[src/rtl/param_stream_tx_pkg.sv]
// Shared sizes, types and enums for the parameter readback serializer.
// Layer sizes here are the defaults picked up by param_stream_tx.
package param_stream_tx_pkg;

    localparam int L1 = 2;
    localparam int L2 = 3;
    localparam int L3 = 3;
    localparam int L4 = 1;

    localparam int DATA_W = 32;
    typedef logic [DATA_W-1:0] data_type;

    function automatic int param_words(
        input int a,
        input int b,
        input int c,
        input int d
    );
        return b*a + b + c*b + c + d*c + d;
    endfunction

    // Width needed to hold any row or column index of the four layers.
    function automatic int rc_width(
        input int a,
        input int b,
        input int c,
        input int d
    );
        int m;
        m = a;
        if (b > m) m = b;
        if (c > m) m = c;
        if (d > m) m = d;
        return (m > 1) ? $clog2(m) : 1;
    endfunction

    localparam int PARAM_WORDS = param_words(L1, L2, L3, L4);

    localparam logic [7:0] HDR_MAGIC = 8'hA5;

    typedef enum logic [2:0] {
        SEG_W1,
        SEG_B1,
        SEG_W2,
        SEG_B2,
        SEG_W3,
        SEG_B3
    } seg_e;

    typedef enum logic [2:0] {
        ST_IDLE,
        ST_LOAD,
        ST_HDR,
        ST_SEND,
        ST_DONE
    } state_e;

endpackage

[src/rtl/param_tx_addr_gen.sv]
// Walks the flat stream index and tracks segment/row/col coordinates.
// Returns to the origin after the final word so the next transfer starts clean.
module param_tx_addr_gen
    import param_stream_tx_pkg::*;
#(
    parameter int L1   = param_stream_tx_pkg::L1,
    parameter int L2   = param_stream_tx_pkg::L2,
    parameter int L3   = param_stream_tx_pkg::L3,
    parameter int L4   = param_stream_tx_pkg::L4,
    parameter int RC_W = rc_width(L1, L2, L3, L4)
) (
    input  logic            clk,
    input  logic            reset,
    input  logic            advance,
    output seg_e            segment,
    output logic [RC_W-1:0] row,
    output logic [RC_W-1:0] col,
    output logic            last
);

    localparam int N     = param_words(L1, L2, L3, L4);
    localparam int IDX_W = $clog2(N + 1);

    logic [IDX_W-1:0] idx;
    logic [RC_W-1:0]  row_max;
    logic [RC_W-1:0]  col_max;

    always_comb begin
        row_max = '0;
        col_max = '0;
        unique case (segment)
            SEG_W1: begin
                row_max = RC_W'(L2 - 1);
                col_max = RC_W'(L1 - 1);
            end
            SEG_B1: row_max = RC_W'(L2 - 1);
            SEG_W2: begin
                row_max = RC_W'(L3 - 1);
                col_max = RC_W'(L2 - 1);
            end
            SEG_B2: row_max = RC_W'(L3 - 1);
            SEG_W3: begin
                row_max = RC_W'(L4 - 1);
                col_max = RC_W'(L3 - 1);
            end
            SEG_B3: row_max = RC_W'(L4 - 1);
            default: ;
        endcase
    end

    assign last = (idx == IDX_W'(N - 1));

    always_ff @(posedge clk or negedge reset) begin
        if (!reset) begin
            idx     <= '0;
            segment <= SEG_W1;
            row     <= '0;
            col     <= '0;
        end else if (advance) begin
            if (last) begin
                idx     <= '0;
                segment <= SEG_W1;
                row     <= '0;
                col     <= '0;
            end else begin
                idx <= idx + 1'b1;
                if (col == col_max) begin
                    col <= '0;
                    if (row == row_max) begin
                        row     <= '0;
                        segment <= seg_e'(segment + 3'd1);
                    end else begin
                        row <= row + 1'b1;
                    end
                end else begin
                    col <= col + 1'b1;
                end
            end
        end
    end

endmodule

[src/rtl/param_stream_tx.sv]
// Snapshots W1..b3 on start and streams them out over AXI4-Stream.
// Optional leading header word: define PARAM_TX_HEADER_EN.
module param_stream_tx
    import param_stream_tx_pkg::*;
#(
    parameter int L1     = param_stream_tx_pkg::L1,
    parameter int L2     = param_stream_tx_pkg::L2,
    parameter int L3     = param_stream_tx_pkg::L3,
    parameter int L4     = param_stream_tx_pkg::L4,
    parameter int DATA_W = param_stream_tx_pkg::DATA_W
) (
    input  logic              clk,
    input  logic              reset,
    input  logic              start,
    output logic              busy,
    output logic              done,
    input  logic [DATA_W-1:0] W1 [0:L2-1][0:L1-1],
    input  logic [DATA_W-1:0] W2 [0:L3-1][0:L2-1],
    input  logic [DATA_W-1:0] W3 [0:L4-1][0:L3-1],
    input  logic [DATA_W-1:0] b1 [0:L2-1][0:0],
    input  logic [DATA_W-1:0] b2 [0:L3-1][0:0],
    input  logic [DATA_W-1:0] b3 [0:L4-1][0:0],
    output logic [DATA_W-1:0] m_axis_tdata,
    output logic              m_axis_tvalid,
    input  logic              m_axis_tready,
    output logic              m_axis_tlast
);

    localparam int N    = param_words(L1, L2, L3, L4);
    localparam int RC_W = rc_width(L1, L2, L3, L4);

    state_e state_q;
    state_e state_d;

    seg_e            segment;
    logic [RC_W-1:0] row;
    logic [RC_W-1:0] col;
    logic            last;
    logic            advance;
    logic [DATA_W-1:0] word;

    logic [DATA_W-1:0] w1_q [0:L2-1][0:L1-1];
    logic [DATA_W-1:0] w2_q [0:L3-1][0:L2-1];
    logic [DATA_W-1:0] w3_q [0:L4-1][0:L3-1];
    logic [DATA_W-1:0] b1_q [0:L2-1][0:0];
    logic [DATA_W-1:0] b2_q [0:L3-1][0:0];
    logic [DATA_W-1:0] b3_q [0:L4-1][0:0];

`ifdef PARAM_TX_HEADER_EN
    logic [DATA_W-1:0] hdr_word;

    always_comb begin
        hdr_word                = '0;
        hdr_word[DATA_W-1 -: 8] = HDR_MAGIC;
        hdr_word[15:0]          = 16'(N);
    end
`endif

    param_tx_addr_gen #(
        .L1   (L1),
        .L2   (L2),
        .L3   (L3),
        .L4   (L4),
        .RC_W (RC_W)
    ) u_addr (
        .clk     (clk),
        .reset   (reset),
        .advance (advance),
        .segment (segment),
        .row     (row),
        .col     (col),
        .last    (last)
    );

    always_ff @(posedge clk or negedge reset) begin
        if (!reset) begin
            state_q <= ST_IDLE;
        end else begin
            state_q <= state_d;
        end
    end

    always_comb begin
        state_d = state_q;
        unique case (state_q)
            ST_IDLE: if (start) state_d = ST_LOAD;
`ifdef PARAM_TX_HEADER_EN
            ST_LOAD: state_d = ST_HDR;
`else
            ST_LOAD: state_d = ST_SEND;
`endif
            ST_HDR:  if (m_axis_tready) state_d = ST_SEND;
            ST_SEND: if (m_axis_tready && last) state_d = ST_DONE;
            ST_DONE: state_d = ST_IDLE;
            default: state_d = ST_IDLE;
        endcase
    end

    always_comb begin
        busy          = 1'b0;
        done          = 1'b0;
        m_axis_tvalid = 1'b0;
        m_axis_tlast  = 1'b0;
        m_axis_tdata  = '0;
        advance       = 1'b0;
        unique case (state_q)
            ST_LOAD: busy = 1'b1;
            ST_HDR: begin
                busy          = 1'b1;
                m_axis_tvalid = 1'b1;
`ifdef PARAM_TX_HEADER_EN
                m_axis_tdata  = hdr_word;
`endif
            end
            ST_SEND: begin
                busy          = 1'b1;
                m_axis_tvalid = 1'b1;
                m_axis_tdata  = word;
                m_axis_tlast  = last;
                advance       = m_axis_tready;
            end
            ST_DONE: done = 1'b1;
            default: ;
        endcase
    end

    // Shadow copy decouples the stream from later input mux changes.
    always_ff @(posedge clk or negedge reset) begin
        if (!reset) begin
            w1_q <= '{default: '0};
            w2_q <= '{default: '0};
            w3_q <= '{default: '0};
            b1_q <= '{default: '0};
            b2_q <= '{default: '0};
            b3_q <= '{default: '0};
        end else if (state_q == ST_LOAD) begin
            w1_q <= W1;
            w2_q <= W2;
            w3_q <= W3;
            b1_q <= b1;
            b2_q <= b2;
            b3_q <= b3;
        end
    end

    always_comb begin
        word = '0;
        unique case (segment)
            SEG_W1:
                for (int r = 0; r < L2; r++)
                    for (int c = 0; c < L1; c++)
                        if (row == RC_W'(r) && col == RC_W'(c))
                            word = w1_q[r][c];
            SEG_B1:
                for (int r = 0; r < L2; r++)
                    if (row == RC_W'(r))
                        word = b1_q[r][0];
            SEG_W2:
                for (int r = 0; r < L3; r++)
                    for (int c = 0; c < L2; c++)
                        if (row == RC_W'(r) && col == RC_W'(c))
                            word = w2_q[r][c];
            SEG_B2:
                for (int r = 0; r < L3; r++)
                    if (row == RC_W'(r))
                        word = b2_q[r][0];
            SEG_W3:
                for (int r = 0; r < L4; r++)
                    for (int c = 0; c < L3; c++)
                        if (row == RC_W'(r) && col == RC_W'(c))
                            word = w3_q[r][c];
            SEG_B3:
                for (int r = 0; r < L4; r++)
                    if (row == RC_W'(r))
                        word = b3_q[r][0];
            default: ;
        endcase
    end

endmodule

[config.mk]
export PLATFORM = sky130hd
export DESIGN_NAME = param_stream_tx
export DESIGN_NICKNAME = d
export VERILOG_FILES = /design/src/rtl/param_stream_tx_pkg.sv /design/src/rtl/param_tx_addr_gen.sv /design/src/rtl/param_stream_tx.sv
export SDC_FILE = /design/constraint.sdc
export NUM_CORES = 1
export LEC_CHECK = 0
export ABC_AREA = 0
export BUFFER_PORTS_ARGS = -buffer_cell sky130_fd_sc_hd__buf_4
export CAP_MARGIN = 5
export CORE_AREA = 5 5 325 327
export CTS_BUF_LIST = sky130_fd_sc_hd__clkbuf_8
export DETAILED_ROUTE_END_ITERATION = 16
export DIE_AREA = 0 0 330 332
export PLACE_DENSITY = 0.55
export SETUP_SLACK_MARGIN = 0.1
export SLEW_MARGIN = 40
export SYNTH_ARGS = -nofsm -noshare
export SYNTH_HDL_FRONTEND = slang
export SYNTH_HIERARCHICAL = 1
export SYNTH_SLANG_ARGS = --single-unit
export TNS_END_PERCENT = 30
[constraint.sdc]
create_clock -name clk -period 3.7 [get_ports clk]
set_clock_uncertainty 0.1 [all_clocks]
set_input_delay 0.37 -clock clk [delete_from_list [all_inputs] [get_ports clk]]
set_output_delay 0.37 -clock clk [all_outputs]
set_load 0.01 [all_outputs]
==> impl_results.md <==
* CTS buffer count at 149
* DR DRC count at 0
* GRT Util Overall at 0.309
* Worst min path class: in -> reg
* Yosys reg bits at 815
* Core Area at 103,000 sq um
* First-pass GRT wire length at 246,000 microns
* Most frequent cell after synthesis: dfrtp_1
* Seq/Total Area, Yosys at 0.541
* Setup crit end kind: output pin
* Ports at 840
* Yosys top cell by area: dfrtp_1
* FFs w/ async S/R, synth at 1.00
* Fillers at 8,338
* Peak supply drop at 0.000436 V
* Worst-Skew Late Latency at 0.83 ns
* Placed Instances at 4,998
* Vias in the first global route at 35,275
* Pleak at 25.5 nW
* Total gr overflow at 0
* CP max stage cell: dfrtp_4
* Final WL at 176,000 microns
* Final min period at 3.88 ns
* Routed Antenna Nets at 0
* Std-Cell Rows at 118
* Post-Layout Cell Count at 6,133
* Worst-margin pin slew at 0.743 ns
* Startpoint Class: flip-flop
* Final Hold Viols at 0
* Critical path, cell by cell: buf_16, nor2b_4, buf_4, a2bb2oi_1, o22ai_1, a211oi_2, buf_4, a31oi_1, buf_4
* Pwr/cell area at 806 nW/um^2
* Most used routing layer: met2
* Clock transition at path regs at 0.07 ns
* Synth top area share at 0.541
* Net count, final at 5,429
* Initial Utilization at 0.368
* Max Buffers Root-to-Sink at 3
* Met1 GRT Util at 0.394
* Routed vias at 32,941
* TritonCTS sink count at 815
* Worst hold slack at 0.204 ns
* Final setup violation count at 31
* Post-synth EDFFs at 0
* Layout cell share with drive strength beyond 1 at 0.480
* PortBufs at 839
* Layout area overhead at 57.4%
* Pre-CTS setup slack at -0.119 ns
* Most frequent cells after synthesis: 815 x dfrtp_1, 800 x mux2_2, 138 x buf_2
* DR iter-0 viols at 2,168
* Syn_nets at 3,702
* Maxcap violations at 0
* DP Wirelength at 125,000 microns
* Critical Path RT at 3.23 ns
* DR vias/cell at 5.37
* Post-Syn Area at 37,700 sq um
* CP dominant cell by count: buf_4
* Gate Count Post-Synth at 2,891
* Worst Setup Path Type: reg -> out
* Clock root buffer master: clkbuf_8
* Syn avg cell area at 13.1 sq um
* Yosys warning total at 6
* Avg WL per Cell at 28.8 microns
* Relative slew margins at 0.505
* Crit-path max FO at 17
* Worst Path Arrival at 3.41 ns
* RSZ-0062 raised after global routing: true
* Die width at 330 microns
* Max stage delay on crit path at 0.48 ns
* DRT Pass-1 Iters at 6
* Initial antenna violation count at 42
* Main flop type after synthesis: dfrtp_1
* Storage cell area at 20,400 sq um
* Fin crit share at 1.05
* Pins Over Slew Limit at 0
* Largest net degree at the start of global routing at 124
* Global Route met3 Usage at 0.0688
* Die Area at 110,000 sq um
* Outcome: finished, violations left
* H-tree depth at 4
* CTS tree: built
* FMAX at 0.258 GHz
* Post-synth cell types at 66
* Synth area leaders: dfrtp_1 54%, mux2_2 24%, mux2i_1 2.8%
* Met2 Track Usage GR at 0.492
* Failing checks: setup timing
* Die height at 332 microns
* Worst setup margin at -0.179 ns
* Placer congestion estimate at 0.881
* Multi-input logic area at 17,800 sq um
-- sequential cells by signal (all words and copies together), names as in the netlist --
signal and count:
w2_q 288, w1_q 192, b1_q 96, b2_q 96, w3_q 96, b3_q 32, u_addr/idx 5, state_q 3
u_addr/segment 3, u_addr/col 2, u_addr/row 2
-- where the power goes --
| part | switching [mW] | internal [mW] | total (mW) |
|---|---|---|---|
| Sequential | 3.46 | 13.5 | 17.0 |
| Clock | 3.96 | 4.54 | 8.51 |
| Combinational | 11.2 | 11.1 | 22.4 |
-- cell families after synthesis --
logic type	count (synthesis)	synth area share
compound gates	564	0.109
buf+inv	248	0.0336
xor+xnor	3	0.000697
fa+ha+maj	7	0.00232
flops	815	0.541
simple gates	349	0.0477
mux	905	0.267
-- worst paths after layout --
kind	from	to	slack (ns)	cells past startpoint
setup / recovery	u_addr/row[0]	m_axis_tdata[15]	-0.18	9
hold / removal	W2[35]	w2_q[35]	0.20	3
setup reg to reg	u_addr/segment[0]	u_addr/segment[0]	1.08	7
hold reg to reg	w2_q[262]	w2_q[262]	0.40	1
max in group asynchronous	reset	b1_q[92]	1.90	5
min in group asynchronous	reset	w1_q[172]	0.44	3
-- placed cells by master, fill, tap and decap left out, types with 37 or more instances in the layout --
master / netlist / layout
nor2_1: 94 / 93
a22oi_1: 40 / 37
o21ai_0: 62 / 62
dfrtp_1: 815 / 810
a21oi_1: 99 / 95
mux2_2: 800 / 800
inv_1: 10 / 60
clkbuf_8: 0 / 189
a2bb2oi_1: 95 / 80
mux2i_1: 105 / 92
buf_4: 17 / 936
nand2_1: 74 / 73
dlygate4sd3_1: 0 / 804
-- per-layer routing --
metal  vias to the layer above  share of wire
met5                         -        0.00087
li1                      14313              -
met3                       443          0.070
met2                      1389           0.47
met4                        24          0.060
met1                     16772           0.40
-- repair_timing --
item | 4_1_cts | 5_1_grt
hold buffers | 803 | 1
endpoints found under the hold margin | 886 | 17
setup endpoints to repair | 32 | 32
cloned | 7 | 8
pin swaps | 28 | 28
setup buffers | 6 | 23
resized for setup | 189 | 121
-- layout make-up --
type,count,area share
antenna,30,0.00126
clock buffer,188,0.0436
clock inverter,68,0.00516
inverter,14,0.000969
multi-input combinational,1829,0.300
sequential,815,0.344
tap,1380,0.0291
timing repair buffer,1809,0.276
-- metrics by stage --
| step | total power [mW] | util | instance area, sq um | TNS [ns] |
|---|---|---|---|---|
| after floorplan | 27.5 | - | 37700 | 0 |
| after global placement | 35.3 | 0.447 | 45800 | -0.189 |
| after detailed placement | 35.6 | 0.447 | 45900 | -0.143 |
| after CTS | 46.6 | 0.568 | 58300 | -6.28 |
| after global routing | 50.0 | 0.578 | 59400 | -4.64 |
| final | 47.8 | 0.579 | 59400 | -2.68 |
-- worst max-delay path, delay by kind of cell (launching register included) --
kind                   cells  cell delay, ns
DFF                        1            0.48
buffers and inverters      4            0.85
AOI/OAI and AO/OA          4            1.10
and+or+nand+nor            1            0.11
(Power assumes the default switching activity.)
